[src/rtl/hazard_ctrl.sv]
// hazard_ctrl: tracks in-flight destination registers after decode, drives the
// ALU operand forwarding selects, detects load-use hazards, and arbitrates
// stall / flush / freeze into bubble and PC-select controls.
module hazard_ctrl #(
    parameter int ADDR_W     = 5,
    parameter int STAGES     = 2,
    parameter int LOAD_READY = 2,
    parameter int SEL_W      = $clog2(STAGES + 1)
) (
    input  logic              Clock,
    input  logic              Reset,
    input  logic              id_valid,
    input  logic [ADDR_W-1:0] id_rs1,
    input  logic [ADDR_W-1:0] id_rs2,
    input  logic              id_use_rs1,
    input  logic              id_use_rs2,
    input  logic [ADDR_W-1:0] id_rd,
    input  logic              id_wen,
    input  logic              id_is_load,
    input  logic              flush,
    input  logic              ext_stall,
    output logic [SEL_W-1:0]  fwd_sel1,
    output logic [SEL_W-1:0]  fwd_sel2,
    output logic              stall,
    output logic [1:0]        pc_sel,
    output logic              bubble,
    output logic [31:0]       stall_cycles,
    output logic [31:0]       flush_count
);

    typedef enum logic [1:0] {
        PC_HOLD   = 2'd0,
        PC_NEXT   = 2'd1,
        PC_BRANCH = 2'd2,
        PC_RESET  = 2'd3
    } pc_sel_e;

    typedef enum logic [2:0] {
        ACT_RESET,
        ACT_FREEZE,
        ACT_FLUSH,
        ACT_STALL,
        ACT_ADVANCE
    } action_e;

    // Scoreboard: index i holds post-decode stage i+1.
    logic [STAGES-1:0]             vld_q, vld_d;
    logic [STAGES-1:0]             wen_q, wen_d;
    logic [STAGES-1:0]             ld_q,  ld_d;
    logic [STAGES-1:0][ADDR_W-1:0] rd_q,  rd_d;
    logic [31:0]                   stall_cycles_q, stall_cycles_d;
    logic [31:0]                   flush_count_q,  flush_count_d;

    logic [SEL_W-1:0] sel1, sel2;
    logic             hit1, hit2;
    logic             haz1, haz2;
    logic             hazard;
    action_e          act;
    pc_sel_e          pc_sel_v;

    // Youngest matching producer per source, and whether its data is still too early.
    always_comb begin
        sel1 = '0;
        sel2 = '0;
        hit1 = 1'b0;
        hit2 = 1'b0;
        haz1 = 1'b0;
        haz2 = 1'b0;
        for (int unsigned i = 0; i < STAGES; i++) begin
            if (!hit1 && id_use_rs1 && (id_rs1 != '0) && vld_q[i] && wen_q[i] &&
                (rd_q[i] == id_rs1)) begin
                hit1 = 1'b1;
                sel1 = SEL_W'(i + 1);
                haz1 = ld_q[i] && ((int'(i) + 1) < LOAD_READY);
            end
            if (!hit2 && id_use_rs2 && (id_rs2 != '0) && vld_q[i] && wen_q[i] &&
                (rd_q[i] == id_rs2)) begin
                hit2 = 1'b1;
                sel2 = SEL_W'(i + 1);
                haz2 = ld_q[i] && ((int'(i) + 1) < LOAD_READY);
            end
        end
        hazard = id_valid && (haz1 || haz2);
    end

    // Priority arbitration: reset, freeze, flush, load-use stall, advance.
    always_comb begin
        act = ACT_ADVANCE;
        if (Reset) begin
            act = ACT_RESET;
        end else if (ext_stall) begin
            act = ACT_FREEZE;
        end else if (flush) begin
            act = ACT_FLUSH;
        end else if (hazard) begin
            act = ACT_STALL;
        end
    end

    // Combinational control outputs for the current cycle.
    always_comb begin
        pc_sel_v = PC_NEXT;
        stall    = 1'b0;
        bubble   = 1'b0;
        fwd_sel1 = sel1;
        fwd_sel2 = sel2;
        case (act)
            ACT_RESET: begin
                pc_sel_v = PC_RESET;
                fwd_sel1 = '0;
                fwd_sel2 = '0;
            end
            ACT_FREEZE:  pc_sel_v = PC_HOLD;
            ACT_FLUSH: begin
                pc_sel_v = PC_BRANCH;
                bubble   = 1'b1;
            end
            ACT_STALL: begin
                pc_sel_v = PC_HOLD;
                stall    = 1'b1;
                bubble   = 1'b1;
            end
            default:     pc_sel_v = PC_NEXT;
        endcase
        pc_sel = pc_sel_v;
    end

    // Next scoreboard contents and saturating event counters.
    always_comb begin
        vld_d          = vld_q;
        wen_d          = wen_q;
        ld_d           = ld_q;
        rd_d           = rd_q;
        stall_cycles_d = stall_cycles_q;
        flush_count_d  = flush_count_q;
        if ((act == ACT_FLUSH) || (act == ACT_STALL) || (act == ACT_ADVANCE)) begin
            for (int unsigned i = 1; i < STAGES; i++) begin
                vld_d[i] = vld_q[i-1];
                wen_d[i] = wen_q[i-1];
                ld_d[i]  = ld_q[i-1];
                rd_d[i]  = rd_q[i-1];
            end
            if (act == ACT_ADVANCE) begin
                vld_d[0] = id_valid;
                wen_d[0] = id_wen;
                ld_d[0]  = id_is_load;
                rd_d[0]  = id_rd;
            end else begin
                vld_d[0] = 1'b0;
                wen_d[0] = 1'b0;
                ld_d[0]  = 1'b0;
                rd_d[0]  = '0;
            end
        end
        if ((act == ACT_STALL) && (stall_cycles_q != '1)) begin
            stall_cycles_d = stall_cycles_q + 32'd1;
        end
        if ((act == ACT_FLUSH) && (flush_count_q != '1)) begin
            flush_count_d = flush_count_q + 32'd1;
        end
    end

    // State registers with synchronous reset.
    always_ff @(posedge Clock) begin
        if (Reset) begin
            vld_q          <= '0;
            wen_q          <= '0;
            ld_q           <= '0;
            rd_q           <= '0;
            stall_cycles_q <= '0;
            flush_count_q  <= '0;
        end else begin
            vld_q          <= vld_d;
            wen_q          <= wen_d;
            ld_q           <= ld_d;
            rd_q           <= rd_d;
            stall_cycles_q <= stall_cycles_d;
            flush_count_q  <= flush_count_d;
        end
    end

    assign stall_cycles = stall_cycles_q;
    assign flush_count  = flush_count_q;

endmodule
[config.mk]
export PLATFORM = sky130hd
export DESIGN_NAME = hazard_ctrl
export DESIGN_NICKNAME = d
export VERILOG_FILES = /design/src/rtl/hazard_ctrl.sv
export SDC_FILE = /design/constraint.sdc
export NUM_CORES = 1
export LEC_CHECK = 0
export ABC_AREA = 1
export ABC_CLOCK_PERIOD_IN_PS = 2100
export BUFFER_PORTS_ARGS = -buffer_cell sky130_fd_sc_hd__buf_2
export CAP_MARGIN = 30
export CORE_MARGIN = 2
export CORE_UTILIZATION = 46
export DETAILED_ROUTE_END_ITERATION = 16
export PLACE_DENSITY = 0.66
export SLEW_MARGIN = 20
export SYNTH_ARGS = -nofsm -noshare
export SYNTH_HDL_FRONTEND = slang
export SYNTH_SLANG_ARGS = --single-unit
[constraint.sdc]
create_clock -name Clock -period 2.1 [get_ports Clock]
set_clock_uncertainty 0.05 [all_clocks]
set_input_delay 0.42 -clock Clock [delete_from_list [all_inputs] [get_ports Clock]]
set_output_delay 0.42 -clock Clock [all_outputs]
set_load 0.05 [all_outputs]
==> results_dict.tcl, run 1 <==
set metrics [dict create \
    crit_path_start_kind "flop" \
    worstSetupStartpoint "rd_q[3]" \
    final_cells 1021 \
    wl_per_cell_um 13.7 \
    synth_fp_nets 729 \
    gp_congestion 0.905 \
    status "finished with violations" \
    fp.coreArea_mm2 0.00973 \
    combPwrFrac_pct 10.2 \
    netlist_area_mm2 0.00458 \
    fin_crit_ns 2.32 \
    hold_slack_ns 0.258 \
    rows 36 \
    ir_drop_mv 0.356 \
    crit_arrival_ns 1.85 \
    rsz0062_at_grt "true" \
    synth-seq-cells 79 \
    end_kind "output pin" \
    root_buffer "clkbuf_8" \
    r2r_cells 19 \
    cts_buffers 9 \
    drt_pass1_iterations 4 \
    clkTransAtPathRegs_ns 0.08 \
    total_leakage_power_nw 2.87 \
    intPower_mw 2.17 \
    min-delay-path-class "primary input to flop" \
    fmax_mhz 430 \
    gr-total-overflow 0 \
    top_usage_layer "met2" \
    yosysSeqAreaShare_pct 34.5 \
    drtIter0Drc 237 \
    layout-drive-gt1-share_pct 34.8 \
    ys.flop_type "dfxtp_1" \
    cts_hold_buffers 0 \
    via_per_inst 5.12 \
    power_frac_seq_pct 52.3 \
    synth_edf_count 0 \
    synthTopCellsByArea "dfxtp_1, nand2_1, inv_1" \
    grtUsageMet3_pct 4.66 \
    num_io_pins 96 \
    required_ns 1.63 \
    dp.cells 984 \
    r2r-end "rd_q[3]" \
    drc_errors 0 \
    syn_area_per_cell_um2 6.52 \
    nets 910 \
    relSlewSlack_pct 69.1 \
    num_vias 5224 \
    slew_violations 0 \
    reg2reg_from "rd_q[3]" \
    fp.dieH_um 104 \
    pre_cts_ws_ns -0.151 \
    setup-violations-final 29 \
    finalSetupTns_ns -2.32 \
    clock_sinks 79 \
    r2r_slack_ns -0.15 \
    fin_ws_ns -0.223 \
    dieArea_mm2 0.0108 \
    pwr_density_cell_mw_per_mm2 458 \
    antenna_found_initial 0 \
    post-route-util_pct 65.7 \
    grtUsageMet1_pct 34.3 \
    die_w_um 104 \
    hold_viol_final 0 \
    pwr-share-clk_pct 37.5 \
    min_period_over_period_pct 111 \
    drtAntennaViolNets 0 \
    cts_tree "done" \
    dp_hpwl_mm 10.3 \
    tightest_slew_ns 0.463 \
    port_buffers 95 \
    async_flop_share_pct 0 \
    path_max_fanout 4 \
    first_global_vias 4760 \
    htreeDepth 3 \
    grt_max_degree 42 \
    drt-total-wl_mm 13.9 \
    fillers 904 \
    diodes 0 \
    synth_top_area_share_pct 34.5 \
    initial_core_util_pct 47.1 \
    p_sw_mw 0.758 \
    cap_viol_max_count 0 \
    grt_pass1_wl_mm 22.3 \
    violations "setup timing" \
    setup.worst_path.class "flop to output pin" \
    grt.total_usage_pct 24.9 \
    grt_use_met2_pct 39.8 \
    syn2layout_area_growth_pct 39.6 \
    yosys.area.top_type "dfxtp_1" \
    ys_warn_count 0 \
    yosysUniqueCellTypes 44 \
    swShare_pct 25.8 \
    clkLatencyLatePin_ns 0.35 \
    cts_buffer_depth 2 \
    crit_end "pc_sel[0]" \
    syn-instance-count 703 \
]
repair_timing:
| action | in CTS | in global routing |
|---|---|---|
| gates cloned | 0 | 1 |
| pin swaps | 7 | 23 |
| endpoints found under the setup margin | 15 | 48 |
| buffers inserted | 14 | 9 |
| gates resized for setup | 47 | 69 |
placed cells by master (no fill, tap or decap), drive strengths merged, types with 4 or more instances in the layout:
cell / Yosys / layout
a211oi: 5 / 5
a21oi: 51 / 51
a31oi: 4 / 4
buf: 5 / 181
clkbuf: 7 / 12
dfxtp: 79 / 79
inv: 110 / 110
nand2: 154 / 154
nand3: 40 / 40
nand4: 28 / 28
nor2: 104 / 104
nor3: 35 / 35
nor3b: 6 / 6
nor4: 7 / 7
o21a: 4 / 4
o21ai: 41 / 41
xnor2: 5 / 5
xor2: 4 / 4
how the worst min path moves through the flow:
stage | start | end | slack [ns] | cells after the start
2_1_floorplan | vld_q[1] | vld_q[1] | 0.41 | 2
3_3_place_gp | flush_count[0] | flush_count[0] | 0.40 | 1
3_5_place_dp | flush_count[0] | flush_count[0] | 0.41 | 1
4_1_cts | id_rd[1] | rd_q[1] | 0.25 | 3
5_1_grt | id_rd[1] | rd_q[1] | 0.26 | 3
6_report | id_rd[1] | rd_q[1] | 0.26 | 3
metrics by stage:
stage | power [mW] | area, um^2
after floorplan | 1.71 | 4600
after global placement | 1.82 | 5680
after detailed placement | 1.82 | 5680
after CTS | 2.92 | 6090
after global routing | 3.04 | 6400
final | 2.93 | 6400
sequential cells by signal, summed over array words and instances (netlist names):
signal	count
rd_q	10
wen_q	2
stall_cycles	32
flush_count	32
ld_q	1
vld_q	2
logic make-up (layout without fill, tap and decap cells):
logic type	count (synthesis)	in the layout	share of synthesized area [%]
AO/OA/AOI/OAI	113	113	13.4
AND/OR/NAND/NOR	377	377	39.3
flip-flops	79	79	34.5
adder cells (fa/ha/maj)	2	2	0.546
XOR/XNOR	9	9	1.72
buffers and inverters	123	308	10.5
final cells by class:
class	instances	area, um^2	share of cell area [%]
Multi-Input combinational cell	501	2760	43.2
Clock inverter	4	47.5	0.743
Inverter	111	417	6.51
Timing Repair Buffer	182	1250	19.6
Sequential cell	79	1620	25.3
Clock buffer	11	131	2.05
Tap cell	133	166	2.60
metal layers:
metal | share of wire, % | up-vias
met4 | 1.3 | 0
met5 | 0 | -
met2 | 47 | 118
li1 | - | 2665
met3 | 4.5 | 17
met1 | 48 | 2424
power by group through the flow:
stage | sequential (mW) | combinational [mW] | clock (mW)
final | 1.53 | 0.300 | 1.10
after global routing | 1.53 | 0.328 | 1.18
after CTS | 1.53 | 0.279 | 1.11
after detailed placement | 1.57 | 0.257 | 0
after global placement | 1.57 | 0.256 | 0
after floorplan | 1.57 | 0.138 | 0
worst max-delay path, stage by stage (launching register included):
cell,delay [ns]
dfxtp_4,0.37
inv_2,0.07
nor2_1,0.05
nor2_1,0.08
nand2_1,0.06
nor2_2,0.14
nand3_2,0.10
nand2_2,0.09
nand2_2,0.06
nor2_4,0.10
nor2_2,0.06
nand2_1,0.09
nand2_2,0.07
buf_8,0.16
cells in the mapped netlist (2+ instances only):
cell type	number
ha_1	2
nand2_1	148
nand3_1	37
and3_1	2
nor2_2	6
nor2_4	3
xor2_1	4
nor4_2	2
nor3_4	3
nor3_2	4
nor3b_1	6
nand4_1	26
a21oi_1	51
nand2_2	6
a211oi_1	5
o21ai_0	37
dfxtp_1	79
a31oi_1	4
clkbuf_1	7
buf_1	2
nor2_1	94
nor4_1	5
nand3_2	3
inv_2	8
o22ai_1	2
xnor2_1	5
inv_1	102
o21ai_1	4
nor3_1	28
o21a_1	4
Power figures use the tool's default switching activity.
==> inputs of run 2 (changes only) <==
--- a/config.mk
+++ b/config.mk
@@ -9,7 +9,7 @@
 export ABC_CLOCK_PERIOD_IN_PS = 2100
 export BUFFER_PORTS_ARGS = -buffer_cell sky130_fd_sc_hd__buf_2
 export CAP_MARGIN = 30
-export CORE_MARGIN = 2
+export CORE_MARGIN = 10
 export CORE_UTILIZATION = 46
 export DETAILED_ROUTE_END_ITERATION = 16
 export PLACE_DENSITY = 0.66
==> run 2 against run 1 <==
Effect of this change:
- the run still ends with setup timing left
- worst setup slack lost 0.012 ns
- first-iteration DRC count grew 70%
- core utilization shrank 0.33 points
- worst hold slack gained 0.010 ns
- maximum frequency shrank 0.53%
- sequential cell count is the same
- register-to-register slack lost 0.05 ns
- non-clock buffer count shrank 2
- power grew 6.1%
- wire length grew 4.3%
- final area shrank 0.51%
- count of clock-buffer cells in the layout shrank 1
- critical path type unchanged
==> results_dict.tcl, run 2 (synthesis gave the netlist of run 1 again) <==
set metrics [dict create \
    status "finished with violations" \
    violations "setup timing" \
    syn2layout_area_growth_pct 38.9 \
    hold_viol_final 0 \
    setup-violations-final 13 \
    pwr_density_cell_mw_per_mm2 489 \
    grt.total_usage_pct 19.2 \
    root_buffer "clkbuf_8" \
    fin_crit_ns 2.34 \
    cts_tree "done" \
    tightest_slew_ns 0.447 \
    finalSetupTns_ns -2.00 \
    first_global_vias 4889 \
    nets 908 \
    drtAntennaViolNets 0 \
    initial_core_util_pct 47.1 \
    required_ns 1.63 \
    diodes 0 \
    dp_hpwl_mm 11.1 \
    grt_pass1_wl_mm 23.4 \
    swShare_pct 24.8 \
    final_common_cell "nand2_1" \
    rows 36 \
    fmax_mhz 428 \
    rsz0062_at_grt "true" \
    cpPeakStageDelay_ns 0.40 \
    clkLatencyLatePin_ns 0.35 \
    cp_common_cell "nand2_2" \
    fin_ws_ns -0.235 \
    htreeDepth 3 \
    critPathSlowestCell "dfxtp_4" \
    slew_violations 0 \
    gr-total-overflow 0 \
    combPwrFrac_pct 10.0 \
    wl_per_cell_um 14.3 \
    min-delay-path-class "primary input to flop" \
    setup.worst_path.class "flop to output pin" \
    crit_path_start_kind "flop" \
    drt-total-wl_mm 14.5 \
    num_vias 5167 \
    fp.coreArea_mm2 0.00973 \
    relSlewSlack_pct 69.9 \
    path_max_fanout 5 \
    power_frac_seq_pct 49.2 \
    crit_chain "inv_2, nand2_1, nand3_1, nor2_4, nand3_2, nand2_2, nand2_2, nor2_4, nor2_4, nand2_2, nand2_2, buf_6" \
    drtIter0Drc 403 \
    die_w_um 120 \
    mostFrequentLayoutCells "nand2_1, inv_1, buf_2" \
    clock_sinks 79 \
    p_sw_mw 0.773 \
    cts_buffer_depth 2 \
    drc_errors 0 \
    gp_congestion 0.971 \
    dieArea_mm2 0.0144 \
    intPower_mw 2.34 \
    antenna_found_initial 0 \
    port_buffers 95 \
    crit_arrival_ns 1.87 \
    pwr-share-clk_pct 40.7 \
    fp.dieH_um 120 \
    total_leakage_power_nw 2.87 \
    post-route-util_pct 65.4 \
    layout-drive-gt1-share_pct 33.8 \
    grt_max_degree 24 \
    cts_buffers 9 \
    end_kind "output pin" \
    finalPower_mw 3.11 \
    min_period_over_period_pct 111 \
    clkTransAtPathRegs_ns 0.08 \
    via_per_inst 5.07 \
    drt_pass1_iterations 5 \
    ir_drop_mv 0.349 \
    cap_viol_max_count 0 \
    num_io_pins 96 \
]
## run 2: changes by cell type in the layout (fill, tap and decap cells not counted), sizes merged
cell	previous run	this run
clkbuf	12	10
clkinv	3	5
buf	181	180
bufinv	1	2
clkinvlp	1	0
## run 2: what timing repair did
item	CTS	global route
buffers inserted	15	10
pin swaps	13	25
setup endpoints to repair	8	35
hold buffers	0	0
resized for setup	42	59
## run 2: routing by layer
| metal | up-vias | wire [um] | GRT usage [%] |
|---|---|---|---|
| li1 | 2670 | - | - |
| met1 | 2324 | 6600 | 24.2 |
| met2 | 160 | 6880 | 31.9 |
| met3 | 13 | 920 | 5.20 |
| met4 | 0 | 143 | 4.52 |
| met5 | - | 0 | 0 |
## run 2: cell type report
cell class / count / area, um^2
Multi-Input combinational cell: 501 / 2730
Clock buffer: 10 / 138
Timing Repair Buffer: 180 / 1200
Fill cell: 887 / 3370
Tap cell: 133 / 166
Clock inverter: 6 / 83.8
Sequential cell: 79 / 1620
Inverter: 111 / 422
## run 2: critical path, delay by kind of cell (launching register included)
family                 cells  cell delay (ns)
and+or+nand+nor           10             0.89
buffers and inverters      2             0.21
DFF                        1             0.40
## run 2: final timing paths
check	from	endpoint	slack, ns	cells past startpoint
min reg2reg	flush_count[0]	flush_count[0]	0.41	1
min	id_rd[2]	rd_q[2]	0.27	3
max	rd_q[0]	pc_sel[0]	-0.24	12
max reg2reg	rd_q[4]	stall_cycles[18]	-0.20	20
## run 2: per-stage QoR
step	worst slack, ns	area, um^2	hold slack (ns)	instances
final	-0.235	6360	0.269	1020
after global routing	-0.352	6360	0.270	1020
after CTS	-0.271	6120	0.245	1015
after detailed placement	-0.161	5690	0.398	986
after global placement	-0.135	5690	0.394	986
after floorplan	-0.0462	4600	0.405	703
## run 2: power by group through the flow
stage,clock network (mW),registers [mW],logic [mW]
2_1_floorplan,0,1.57,0.138
3_3_place_gp,0,1.57,0.262
3_5_place_dp,0,1.57,0.262
4_1_cts,1.29,1.53,0.288
5_1_grt,1.37,1.53,0.341
6_report,1.27,1.53,0.312
